**src/rtl/mem_loader.sv**
```systemverilog
// Byte-stream loader: assembles big-endian 16-bit words from a framed
// byte stream and writes them to consecutive dsram addresses.
module mem_loader #(
    parameter int WIDTH      = 13,
    parameter int DATA_WIDTH = 16
) (
    input  logic                  clk,
    input  logic                  reset_n,
    input  logic                  start,
    input  logic                  in_valid,
    input  logic [7:0]            in_data,
    output logic                  in_ready,
    output logic                  we,
    output logic [WIDTH-1:0]      mem_din_addr,
    output logic [DATA_WIDTH-1:0] mem_din,
    output logic                  busy,
    output logic                  done
);

    typedef enum logic [2:0] {
        IDLE,
        A_HI,
        A_LO,
        C_HI,
        C_LO,
        D_HI,
        D_LO,
        FIN
    } state_t;

    state_t           state;
    logic [7:0]       hi;
    logic [WIDTH-1:0] addr;
    logic [15:0]      cnt;
    logic [15:0]      word;

    assign word = {hi, in_data};

    // Status flags are pure decodes of the state register.
    // A last-word write leaves we high in the first FIN cycle; done is
    // held back until that write pulse has gone, so done follows we.
    assign in_ready = (state != IDLE) && (state != FIN);
    assign busy     = (state != IDLE);
    assign done     = (state == FIN) && !we;

    // Frame parser, word counter and registered write port.
    always_ff @(posedge clk) begin
        if (!reset_n) begin
            state        <= IDLE;
            hi           <= 8'd0;
            addr         <= '0;
            cnt          <= 16'd0;
            we           <= 1'b0;
            mem_din_addr <= '0;
            mem_din      <= '0;
        end else begin
            we <= 1'b0;
            case (state)
                IDLE: begin
                    if (start) state <= A_HI;
                end
                A_HI: begin
                    if (in_valid) begin
                        hi    <= in_data;
                        state <= A_LO;
                    end
                end
                A_LO: begin
                    if (in_valid) begin
                        addr  <= word[WIDTH-1:0];
                        state <= C_HI;
                    end
                end
                C_HI: begin
                    if (in_valid) begin
                        hi    <= in_data;
                        state <= C_LO;
                    end
                end
                C_LO: begin
                    if (in_valid) begin
                        cnt   <= word;
                        state <= (word == 16'd0) ? FIN : D_HI;
                    end
                end
                D_HI: begin
                    if (in_valid) begin
                        hi    <= in_data;
                        state <= D_LO;
                    end
                end
                D_LO: begin
                    if (in_valid) begin
                        we           <= 1'b1;
                        mem_din      <= DATA_WIDTH'(word);
                        mem_din_addr <= addr;
                        addr         <= addr + WIDTH'(1);
                        cnt          <= cnt - 16'd1;
                        state        <= (cnt == 16'd1) ? FIN : D_HI;
                    end
                end
                FIN: begin
                    if (!we) state <= IDLE;
                end
                default: state <= IDLE;
            endcase
        end
    end

endmodule

```
**config.mk**
```make
export PLATFORM = sky130hd
export DESIGN_NAME = mem_loader
export DESIGN_NICKNAME = d
export VERILOG_FILES = /design/src/rtl/mem_loader.sv
export SDC_FILE = /design/constraint.sdc
export NUM_CORES = 1
export LEC_CHECK = 0
export CORE_UTILIZATION = 43
export CTS_CLUSTER_SIZE = 24
export DETAILED_ROUTE_END_ITERATION = 16
export PLACE_DENSITY_LB_ADDON = 0.08
export REMOVE_ABC_BUFFERS = 1
export SYNTH_ARGS = -nofsm -noshare
export SYNTH_HDL_FRONTEND = slang
export SYNTH_SLANG_ARGS = --single-unit
```
**constraint.sdc**
```tcl
create_clock -name clk -period 5.4 [get_ports clk]
set_input_delay 1.08 -clock clk [delete_from_list [all_inputs] [get_ports clk]]
set_output_delay 1.08 -clock clk [all_outputs]
set_load 0.1 [all_outputs]
```
=== Yosys cells after proc, flatten, opt, wreduce, memory -nomap -nowiden ===
Cells that the tools add are included.

* Add/sub/neg operators: 2
* Multiply operators: 0
* Div/mod/pow operators: 0
* Magnitude comparators: 0
* Eq/ne operators: 17
* Shifts and indexed selects: 0
* Muxes and demuxes: 18
* Bitwise operators: 0
* Reduce and logical (&&, ||, !) cells: 15

{| class="wikitable"
|+ Operators with widths
! cell !! count
|-
| 2-to-1 mux 16 bit || 2
|-
| case mux 16 bit (2 select lines) || 1
|-
| 2-to-1 mux 13 bit || 2
|-
| case mux 13 bit (2 select lines) || 1
|-
| 2-to-1 mux 3 bit || 8
|-
| case mux 3 bit (8 select lines) || 1
|-
| equality test 16 x 1 -> 1 bit, second input constant || 1
|-
| zero test 16 bit || 1
|-
| inequality test 2 bit, second input constant || 8
|-
| subtractor 16 x 1 -> 16 bit, second input constant || 1
|-
| adder 13 x 1 -> 13 bit, second input constant || 1
|-
| equality test 3 bit, second input constant || 4
|-
| AND reduction 8 bit || 1
|-
| equality test 3 x 2 -> 1 bit, second input constant || 2
|-
| AND reduction 2 bit || 3
|-
| AND reduction 3 bit || 2
|-
| 2-to-1 mux 2 bit || 2
|-
| nonzero test 2 bit || 2
|-
| equality test 3 x 1 -> 1 bit, second input constant || 1
|-
| zero test 3 bit || 1
|-
| inequality test 3 bit, second input constant || 1
|-
| nonzero test 3 bit || 1
|-
| OR reduction 3 bit || 1
|-
| logical AND 1 bit || 2
|-
| 2 further kinds || 2
|}

* Bits in registers: 70
* Latch bits: 0
* RAM bits: 0
* ROM bits: 0
* Input bits: 12
* Output and inout bits: 33
* Word-level logic and storage cells: 59
* Memories kept: 0

=== Depth between registers and ports, before layout ===
Gate-level depths: netlist (run 1).

* Word-level depth: 4
* Gate-level depth with buffers: 7
* Gate-level depth less buffers: 6

=== Worst setup path before layout (run 1) ===
No wires, ideal clock.

* Kind: register -> output
* Start point: reg state[2]
* End point: out in_ready
* Arrival: 3749 ps
* Data required time: 4320 ps
* Setup slack: 571 ps
* Cell stages (with the launch flop): 5
* Path buffers: 1
* Path through: dfxtp_1 -> clkbuf_1 -> inv_1 -> nand2_1 -> a21boi_0

* Cells in the longest elaborated chain, start to end: 2
* Elaborated cells between the ends (all ways): 3
* Those cells by class: eq/ne: 1; reduce/logical: 2

{| class="wikitable"
|+ Ends and longest elaborated chain
! what !! line !! RTL
|-
| start: declaration || 31 || <nowiki>state_t state;</nowiki>
|-
| start signal: assignment || 83 || <nowiki>state <= (word == 16'd0) ? FIN : D_HI;</nowiki>
|-
| start signal: assignment || 99 || <nowiki>state <= (cnt == 16'd1) ? FIN : D_HI;</nowiki>
|-
| nonzero test 3 bit || n/a ||
|-
| named net busy || 16 || <nowiki>output logic busy,</nowiki>
|-
| logical AND 1 bit || 42 || <nowiki>assign in_ready = (state != IDLE) && (state != FIN);</nowiki>
|-
| end: declaration || 12 || <nowiki>output logic in_ready,</nowiki>
|}

The timed path passes the listed nets, and every way through them passes these cells.

=== Worst setup path after layout (run 1) ===
* Start point: reg state[1]
* End point: out in_ready

* Cells in the longest elaborated chain, start to end: 2
* Elaborated cells between the ends (all ways): 3
* Those cells by class: eq/ne: 1; reduce/logical: 2

{| class="wikitable"
|+ Ends and longest elaborated chain
! what !! line
|-
| inequality test 3 bit or nonzero test 3 bit (tied branches) || 42
|-
| logical AND 1 bit (*) || 42
|}

Every way passes the cells marked *; elsewhere a longest branch is shown, timed or not.

==> impl_metrics.tcl, run 1 <==
set metrics [dict create \
    yosys.area_share.simple 0.278 \
    max_freq_mhz 251 \
    power_leakage_nw 1.31 \
    rsz0062_at_grt "false" \
    min_to "mem_din_addr[6]" \
    fin_skew_ns 0.00969 \
    die-height_um 90.9 \
    drc 0 \
    synth_top_family_by_area "simple AND/OR/NAND/NOR gates" \
    postCtsHoldBufs 0 \
    path_cells "nor2_1, nand2_1, a21boi_0, clkdlybuf4s50_1" \
    synth_area_per_cell_um2 7.92 \
    cts_made_buffers 9 \
    setup_ws_ns 1.42 \
    slew_violations 0 \
    syn-cell-area_um2 3400 \
    cp-end-kind "output port" \
    whs_path_depth 2 \
    clk_pin_slew_worst_paths_ns 0.07 \
    final.min_clock_period_ns 3.98 \
    path_class "reg -> out" \
    routedWlPerCell_um 16.4 \
    p_per_area_nw_per_um2 244 \
    period_share 0.737 \
    pre_cts_ws_ns 1.80 \
    dieArea_um2 8270 \
    clockBufferDepth 2 \
    grt_pass1_wl_mm 15.0 \
    core_area_um2 7690 \
    antenna_found_initial 0 \
    critPathMaxFanout 28 \
    cp_data_arrival_time_ns 2.90 \
    critPathLaunchType "register" \
    status "finished, final reports clean" \
    wl_mm 9.23 \
    grt_use_total 0.228 \
    tightest_slew_ns 1.07 \
    synthMuxAreaShare 0.0294 \
    rows 32 \
    cts_resized 0 \
    syn-instance-count 429 \
    cts_max_level 3 \
    via_count 3257 \
    slowest_delay_ns 1.16 \
    grt_overflow 0 \
    multiInputGateArea_um2 1860 \
    cts_tree "yes" \
    grt_pass1_vias 2967 \
    antennaDiodeCount 0 \
    max_cap_viol_count 0 \
    ys_warn_count 0 \
    synth_compound_area_frac 0.227 \
    synth_seq_area_share 0.412 \
    synthXorXnorAreaFrac 0 \
    final.fill_count 785 \
    tns_ns 0 \
    worstReg2RegEnd "addr[5]" \
    ys_types 49 \
    ctsRootBufferMaster "clkbuf_8" \
    die_w_um 90.9 \
    drtAntennaViolNets 0 \
    ff2ff_setup_slack_ns 2.81 \
    regArea_um2 1400 \
    finalPower_mw 0.985 \
    clk_latency_ns 0.35 \
    synth_enable_flop_cells 0 \
    synthFlopType "dfxtp_1" \
    port_buffers 44 \
    vias_per_cell 5.80 \
    min_path_type "reg -> reg" \
    rr_worst_depth 5 \
    synth-seq-cells 70 \
    drt-pass1-iter-count 5 \
    async_flop_share 0 \
    clock_sinks 70 \
    post_cts_buffers 0 \
    drive_gt1_frac 0.0543 \
    critPathSlowestCell "clkdlybuf4s50_1" \
    place.gp.congestion 0.808 \
    hold_violations 0 \
    ios 45 \
    max_slew_margin 0.287 \
    synth_fa_ha_area_frac 0.0110 \
    place_hpwl_mm 5.91 \
    area_delta_synth_final_pct 18.7 \
    drtIter0Drc 208 \
    crit_required_ns 4.32 \
    worstReg2RegStart "state[1]" \
    ir_worst_vdd_mv 0.158 \
    finalSetupViolations 0 \
    min_from "mem_din_addr[6]" \
    grt_max_degree 63 \
    fin_nets 471 \
    start_util 0.442 \
]
==> layout by cell type (no fill, tap or decap), types with 3 or more instances in the layout <==
| cell type | instances |
|---|---|
| nand2_1 | 81 |
| dfxtp_1 | 70 |
| a21oi_1 | 54 |
| clkdlybuf4s50_1 | 44 |
| nor2_1 | 23 |
| o21ai_0 | 14 |
| nand3_1 | 12 |
| mux2i_1 | 10 |
| nor3_1 | 9 |
| clkbuf_8 | 9 |
| and2_1 | 8 |
| o211ai_1 | 8 |
| a31oi_1 | 8 |
| nor4_1 | 7 |
| nand3b_1 | 6 |
| nand4b_1 | 6 |
| nor3b_1 | 6 |
| inv_1 | 5 |
| or4_1 | 5 |
| nand4_1 | 5 |
| a211oi_1 | 5 |
| nand2b_1 | 4 |
| a21o_1 | 4 |
| or3_1 | 4 |
| o311ai_0 | 3 |
| and3b_1 | 3 |
| o22ai_1 | 3 |
| a221oi_1 | 3 |
| ha_1 | 3 |
| clkinv_2 | 3 |
| buf_4 | 3 |
==> worst max-delay path, delay by kind of cell (launching register included) <==
family	cells	cell delay (ns)
compound gates	1	0.20
buf+inv	1	1.16
flops	1	0.91
simple gates	2	0.29
==> metrics by stage <==
step | cell area (um^2) | cells | utilization | hold slack [ns]
2_1_floorplan | 3280 | 398 | - | 0.444
3_3_place_gp | 3870 | 547 | 0.504 | 0.443
3_5_place_dp | 3870 | 547 | 0.504 | 0.446
4_1_cts | 4040 | 562 | 0.525 | 0.457
5_1_grt | 4040 | 562 | 0.525 | 0.475
6_report | 4040 | 562 | 0.525 | 0.454
==> cell type report <==
class,instances,area share
multi-input cells,322,0.460
flip-flops and latches,70,0.347
repair buffers,47,0.115
well taps,102,0.0316
clock buffers,9,0.0307
clock inverters,6,0.00992
inverters,6,0.00558
==> cells in the mapped netlist, types with 4 or more instances <==
master | number | area share
or4_1 | 5 | 0.011
nor3b_1 | 6 | 0.013
a31oi_1 | 8 | 0.015
or3_1 | 4 | 0.0074
a21oi_1 | 54 | 0.079
nand2_1 | 81 | 0.089
a211oi_1 | 5 | 0.011
mux2i_1 | 10 | 0.029
nand4_1 | 5 | 0.0092
clkbuf_1 | 27 | 0.030
a21o_1 | 4 | 0.0088
inv_1 | 5 | 0.0055
dfxtp_1 | 70 | 0.41
and2_1 | 8 | 0.015
nand2b_1 | 4 | 0.0074
buf_2 | 4 | 0.0059
nor4_1 | 7 | 0.013
nor2_1 | 24 | 0.027
o21ai_0 | 14 | 0.021
o211ai_1 | 8 | 0.018
nand3_1 | 12 | 0.018
nand3b_1 | 6 | 0.013
nor3_1 | 9 | 0.013
nand4b_1 | 6 | 0.015
==> kinds of logic (layout without fill, tap and decap cells) <==
family	Yosys count	after routing
multiplexers	10	10
AO/OA/AOI/OAI	122	122
AND/OR/NAND/NOR	187	187
flip-flops	70	70
buffers and inverters	37	68
adder cells (fa/ha/maj)	3	3
==> metal layers <==
layer | global-route usage | share of wire
met1 | 0.304 | 0.48
met2 | 0.367 | 0.46
met3 | 0.0303 | 0.031
met4 | 0.0966 | 0.021
met5 | 0 | 0
==> worst max-delay path by stage <==
stage,from,end,depth (start not counted)
global placement,state[1],in_ready,4
floorplan,state[1],in_ready,3
finish,state[1],in_ready,4
detailed placement,state[1],in_ready,4
global route,state[1],in_ready,4
CTS,state[1],in_ready,4
==> report_power, final <==
part           leakage (nW)  internal (mW)  switching, mW
registers             0.565          0.522         0.0137
clock network        0.0848          0.163          0.205
logic                 0.662         0.0294         0.0522
total                  1.31          0.714          0.271
==> registers in the layout (all words and copies together) (netlist names) <==
signal / cells
hi: 8
mem_din_addr: 13
state: 3
cnt: 16
addr: 13
mem_din: 16
we: 1
No activity file was read; power rests on OpenSTA's default activity.
==> run 2, diff against run 1 <==
clock period = 3.5 ns   (was 5.4 ns; I/O delays follow)
==> run 2 against run 1 <==
Effect of this change:
- count of clock-buffer cells in the layout is 1 higher
- largest cell class unchanged
- clock power increased by 68%
- routed wire length grew 0.17%
- via count is 0.77% higher
- die area stayed put
- critical path depth down 1
- sequential cell count did not move
- final cell count increased by 1.6%
- power rose by 60%
- core utilization increased by 1.1 points
==> impl_metrics.tcl, run 2 (synthesis results as in run 1) <==
set metrics [dict create \
    status "finished, final reports clean" \
    finalSetupViolations 0 \
    clk_latency_ns 0.35 \
    met1_length_mm 4.46 \
    place_hpwl_mm 6.23 \
    regArea_um2 1400 \
    drt-pass1-iter-count 5 \
    dp_cells 555 \
    max_freq_mhz 359 \
    wl_mm 9.24 \
    cts_max_level 3 \
    tightest_slew_ns 0.980 \
    critPathLaunchType "register" \
    drive_gt1_frac 0.0789 \
    fin_skew_ns 0.00759 \
    drtAntennaViolNets 0 \
    ios 45 \
    start_util 0.442 \
    antennaDiodeCount 0 \
    finalPower_mw 1.57 \
    final.min_clock_period_ns 2.78 \
    critPathSlowestCell "dfxtp_1" \
    path_cells "nand3b_1, nor2_1, buf_4" \
    port_buffers 44 \
    hold_violations 0 \
    clk_pin_slew_worst_paths_ns 0.08 \
    dieArea_um2 8270 \
    cp-end-kind "output port" \
    final_cells 571 \
    rows 32 \
    layout_common_cells "nand2_1, dfxtp_1, a21oi_1" \
    cp_data_arrival_time_ns 2.08 \
    slew_violations 0 \
    multiInputGateArea_um2 1860 \
    grt_pass1_vias 3014 \
    clock_sinks 70 \
    final.fill_count 756 \
    die_w_um 90.9 \
    core_area_um2 7690 \
    place.gp.congestion 0.850 \
    rsz0062_at_grt "false" \
    power_leakage_nw 1.36 \
    via_count 3282 \
    grt_max_degree 45 \
    crit_required_ns 2.80 \
    cts_made_buffers 9 \
    drtIter0Drc 195 \
    cts_tree "yes" \
    grt_use_total 0.233 \
    ir_worst_vdd_mv 0.181 \
    max_cap_viol_count 0 \
    critPathMaxFanout 28 \
    grt_pass1_wl_mm 15.3 \
    routedWlPerCell_um 16.2 \
    post_cts_buffers 0 \
    grt_overflow 0 \
    mostFrequentLayoutCell "nand2_1" \
    path_class "reg -> out" \
    max_slew_margin 0.344 \
    topRoutingLayerUsed "met4" \
    clockBufferDepth 2 \
    antenna_found_initial 0 \
    postCtsHoldBufs 0 \
    die-height_um 90.9 \
    slowest_delay_ns 0.95 \
    fin_nets 479 \
    cts_resized 0 \
    reg_top3 "cnt x16, mem_din x16" \
    post-route-util 0.536 \
    vias_per_cell 5.75 \
    ctsRootBufferMaster "clkbuf_8" \
    wl_met3_um 412 \
    drc 0 \
    whs_ns 0.454 \
    min_path_type "reg -> reg" \
    period_share 0.795 \
    wl_met2_mm 4.22 \
    p_per_area_nw_per_um2 382 \
    area_delta_synth_final_pct 21.2 \
]
==> run 2: worst max-delay path: cells and delay by family (launching register included) <==
kind | cells | cell delay (ns)
flip-flops | 1 | 0.95
buffers and inverters | 1 | 0.30
AND/OR/NAND/NOR | 2 | 0.47
==> run 2: report_power, final <==
part	leakage, nW	internal (mW)	total [mW]	switching (mW)
clock network	0.0853	0.280	0.620	0.340
logic	0.710	0.0479	0.128	0.0803
registers	0.565	0.804	0.825	0.0211
==> run 2: through the flow <==
step	TNS (ns)	worst slack, ns	cell area [um^2]
final	0	0.718	4120
after global routing	0	0.578	4120
after CTS	0	0.745	4120
after detailed placement	0	0.769	3940
after global placement	0	0.800	3940
after floorplan	-0.945	-0.945	3280
==> run 2: area by class of cell <==
class | count | area share
Multi-Input combinational cell | 322 | 0.451
Sequential cell | 70 | 0.340
Timing Repair Buffer | 55 | 0.128
Clock buffer | 10 | 0.0334
Tap cell | 102 | 0.0310
Clock inverter | 6 | 0.0109
Inverter | 6 | 0.00547
==> run 2: final timing paths <==
check	depth (start not counted)	from	endpoint	slack, ns
min reg2reg	2	mem_din_addr[3]	mem_din_addr[3]	0.45
max	3	state[1]	done	0.72
max reg2reg	5	state[1]	addr[5]	0.97
min	2	mem_din_addr[3]	mem_din_addr[3]	0.45
==> run 2: per-layer routing <==
| metal | vias to the layer above | global-route usage |
|---|---|---|
| met4 | 0 | 0.102 |
| met5 | - | 0 |
| met2 | 90 | 0.370 |
| li1 | 1629 | - |
| met1 | 1552 | 0.313 |
| met3 | 11 | 0.0328 |
==> run 3, diff against run 2 <==
clock period = 2.4 ns   (was 3.5 ns; I/O delays follow)
==> run 3 against run 2 <==
Effect of this change:
- combinational power rose by 69%
- critical path depth is 1 higher
- largest power group unchanged
- cell area increased by 1.5%
- clock power is 54% higher
- non-clock buffer count grew 8
- critical path type unchanged
- power grew 51%
- routed wire length rose by 1.1%
==> impl_metrics.tcl, run 3 (synthesis results as in run 1) <==
set metrics [dict create \
    seqPwrFrac 0.506 \
    grt_pass1_vias 3001 \
    area_delta_synth_final_pct 23.0 \
    slew_violations 0 \
    max_freq_mhz 459 \
    slowest_delay_ns 0.49 \
    post_cts_buffers 0 \
    p_sw_mw 0.626 \
    path_class "reg -> out" \
    die_w_um 90.9 \
    place.gp.congestion 0.879 \
    tightest_slew_ns 0.648 \
    crit_buf_inv 1 \
    cp_data_arrival_time_ns 1.70 \
    die-height_um 90.9 \
    regArea_um2 1400 \
    hold_violations 0 \
    fin_nets 487 \
    grt_max_degree 32 \
    clk_pin_slew_worst_paths_ns 0.08 \
    drive_gt1_frac 0.159 \
    layout_common_cells "nand2_1, dfxtp_1, a21oi_1" \
    via_count 3351 \
    ctsRootBufferMaster "clkbuf_8" \
    finalSetupViolations 0 \
    p_int_mw 1.74 \
    post-route-util 0.544 \
    wl_mm 9.34 \
    fin_skew_ns 0.00873 \
    core_area_um2 7690 \
    comb_power_share 0.091 \
    multiInputGateArea_um2 1860 \
    cts_max_level 3 \
    grt_use_total 0.236 \
    start_util 0.442 \
    finalPower_mw 2.37 \
    port_buffers 44 \
    critPathMaxFanout 18 \
    min_path_type "reg -> reg" \
    status "finished, final reports clean" \
    p_per_area_nw_per_um2 566 \
    drtIter0Drc 215 \
    max_slew_margin 0.564 \
    p_sw_frac 0.264 \
    cts_tree "yes" \
    cts_resized 0 \
    grt_pass1_wl_mm 15.4 \
    cts_made_buffers 9 \
    max_cap_viol_count 0 \
    crit_family "flip-flops" \
    ir_worst_vdd_mv 0.269 \
    critPathSlowestCell "dfxtp_2" \
    whs_ns 0.456 \
    tns_ns 0 \
    ios 45 \
    critPathLaunchType "register" \
    period_share 0.907 \
    final.fill_count 774 \
    cp-end-kind "output port" \
    drt-pass1-iter-count 4 \
    grt_overflow 0 \
    power_leakage_nw 1.49 \
    final.min_clock_period_ns 2.18 \
    antenna_found_initial 0 \
    dieArea_um2 8270 \
    crit_required_ns 1.92 \
    rows 32 \
    vias_per_cell 5.79 \
    routedWlPerCell_um 16.1 \
    p_clk_frac 0.403 \
    drtAntennaViolNets 0 \
    postCtsHoldBufs 0 \
    antennaDiodeCount 0 \
    drc 0 \
    path_cells "nor2_1, nand2_1, a21boi_0, buf_12" \
    mostFrequentLayoutCell "nand2_1" \
    clk_latency_ns 0.35 \
    reg_top3 "cnt x16, mem_din x16" \
    rsz0062_at_grt "false" \
    clock_sinks 70 \
    clockBufferDepth 2 \
    place_hpwl_mm 6.51 \
]
run 3: path summary, 6_finish.rpt:
path,from,endpoint,slack [ns],depth (start not counted)
max,state[0],in_ready,0.22,4
min,mem_din_addr[11],mem_din_addr[11],0.46,2
max reg2reg,cnt[0],cnt[6],0.38,6
min reg2reg,mem_din_addr[11],mem_din_addr[11],0.46,2
run 3: power by group through the flow:
stage	combinational (mW)	clock (mW)	sequential [mW]
floorplan	0.117	0	1.22
global placement	0.215	0	1.22
detailed placement	0.215	0	1.22
CTS	0.217	0.973	1.20
global route	0.229	1.04	1.20
finish	0.216	0.953	1.20
run 3: final cells by class:
type | count | share of cell area
clock inverters | 7 | 0.0174
multi-input cells | 322 | 0.444
clock buffers | 9 | 0.0296
well taps | 102 | 0.0305
inverters | 6 | 0.00539
flip-flops and latches | 70 | 0.335
repair buffers | 63 | 0.138
run 3: tightest hold or removal path, cell delays in order (launching register included):
cell and delay, ns:
dfxtp_1 0.31, nand2_1 0.05, a21oi_1 0.05
run 3: per-stage QoR:
step                      instance area [um^2]  setup WS (ns)  std cells
after floorplan                           3280          -1.82        398
after global placement                    3980          0.123        563
after detailed placement                  3980         0.0875        563
after CTS                                 4180         0.0291        579
after global routing                      4180          0.112        579
final                                     4180          0.223        579
run 3: per-layer routing:
metal	vias to the layer above	track usage	share of wire
met5	-	0	0
met3	13	0.0513	0.055
li1	1650	-	-
met2	107	0.371	0.47
met1	1581	0.315	0.45
met4	0	0.0886	0.022
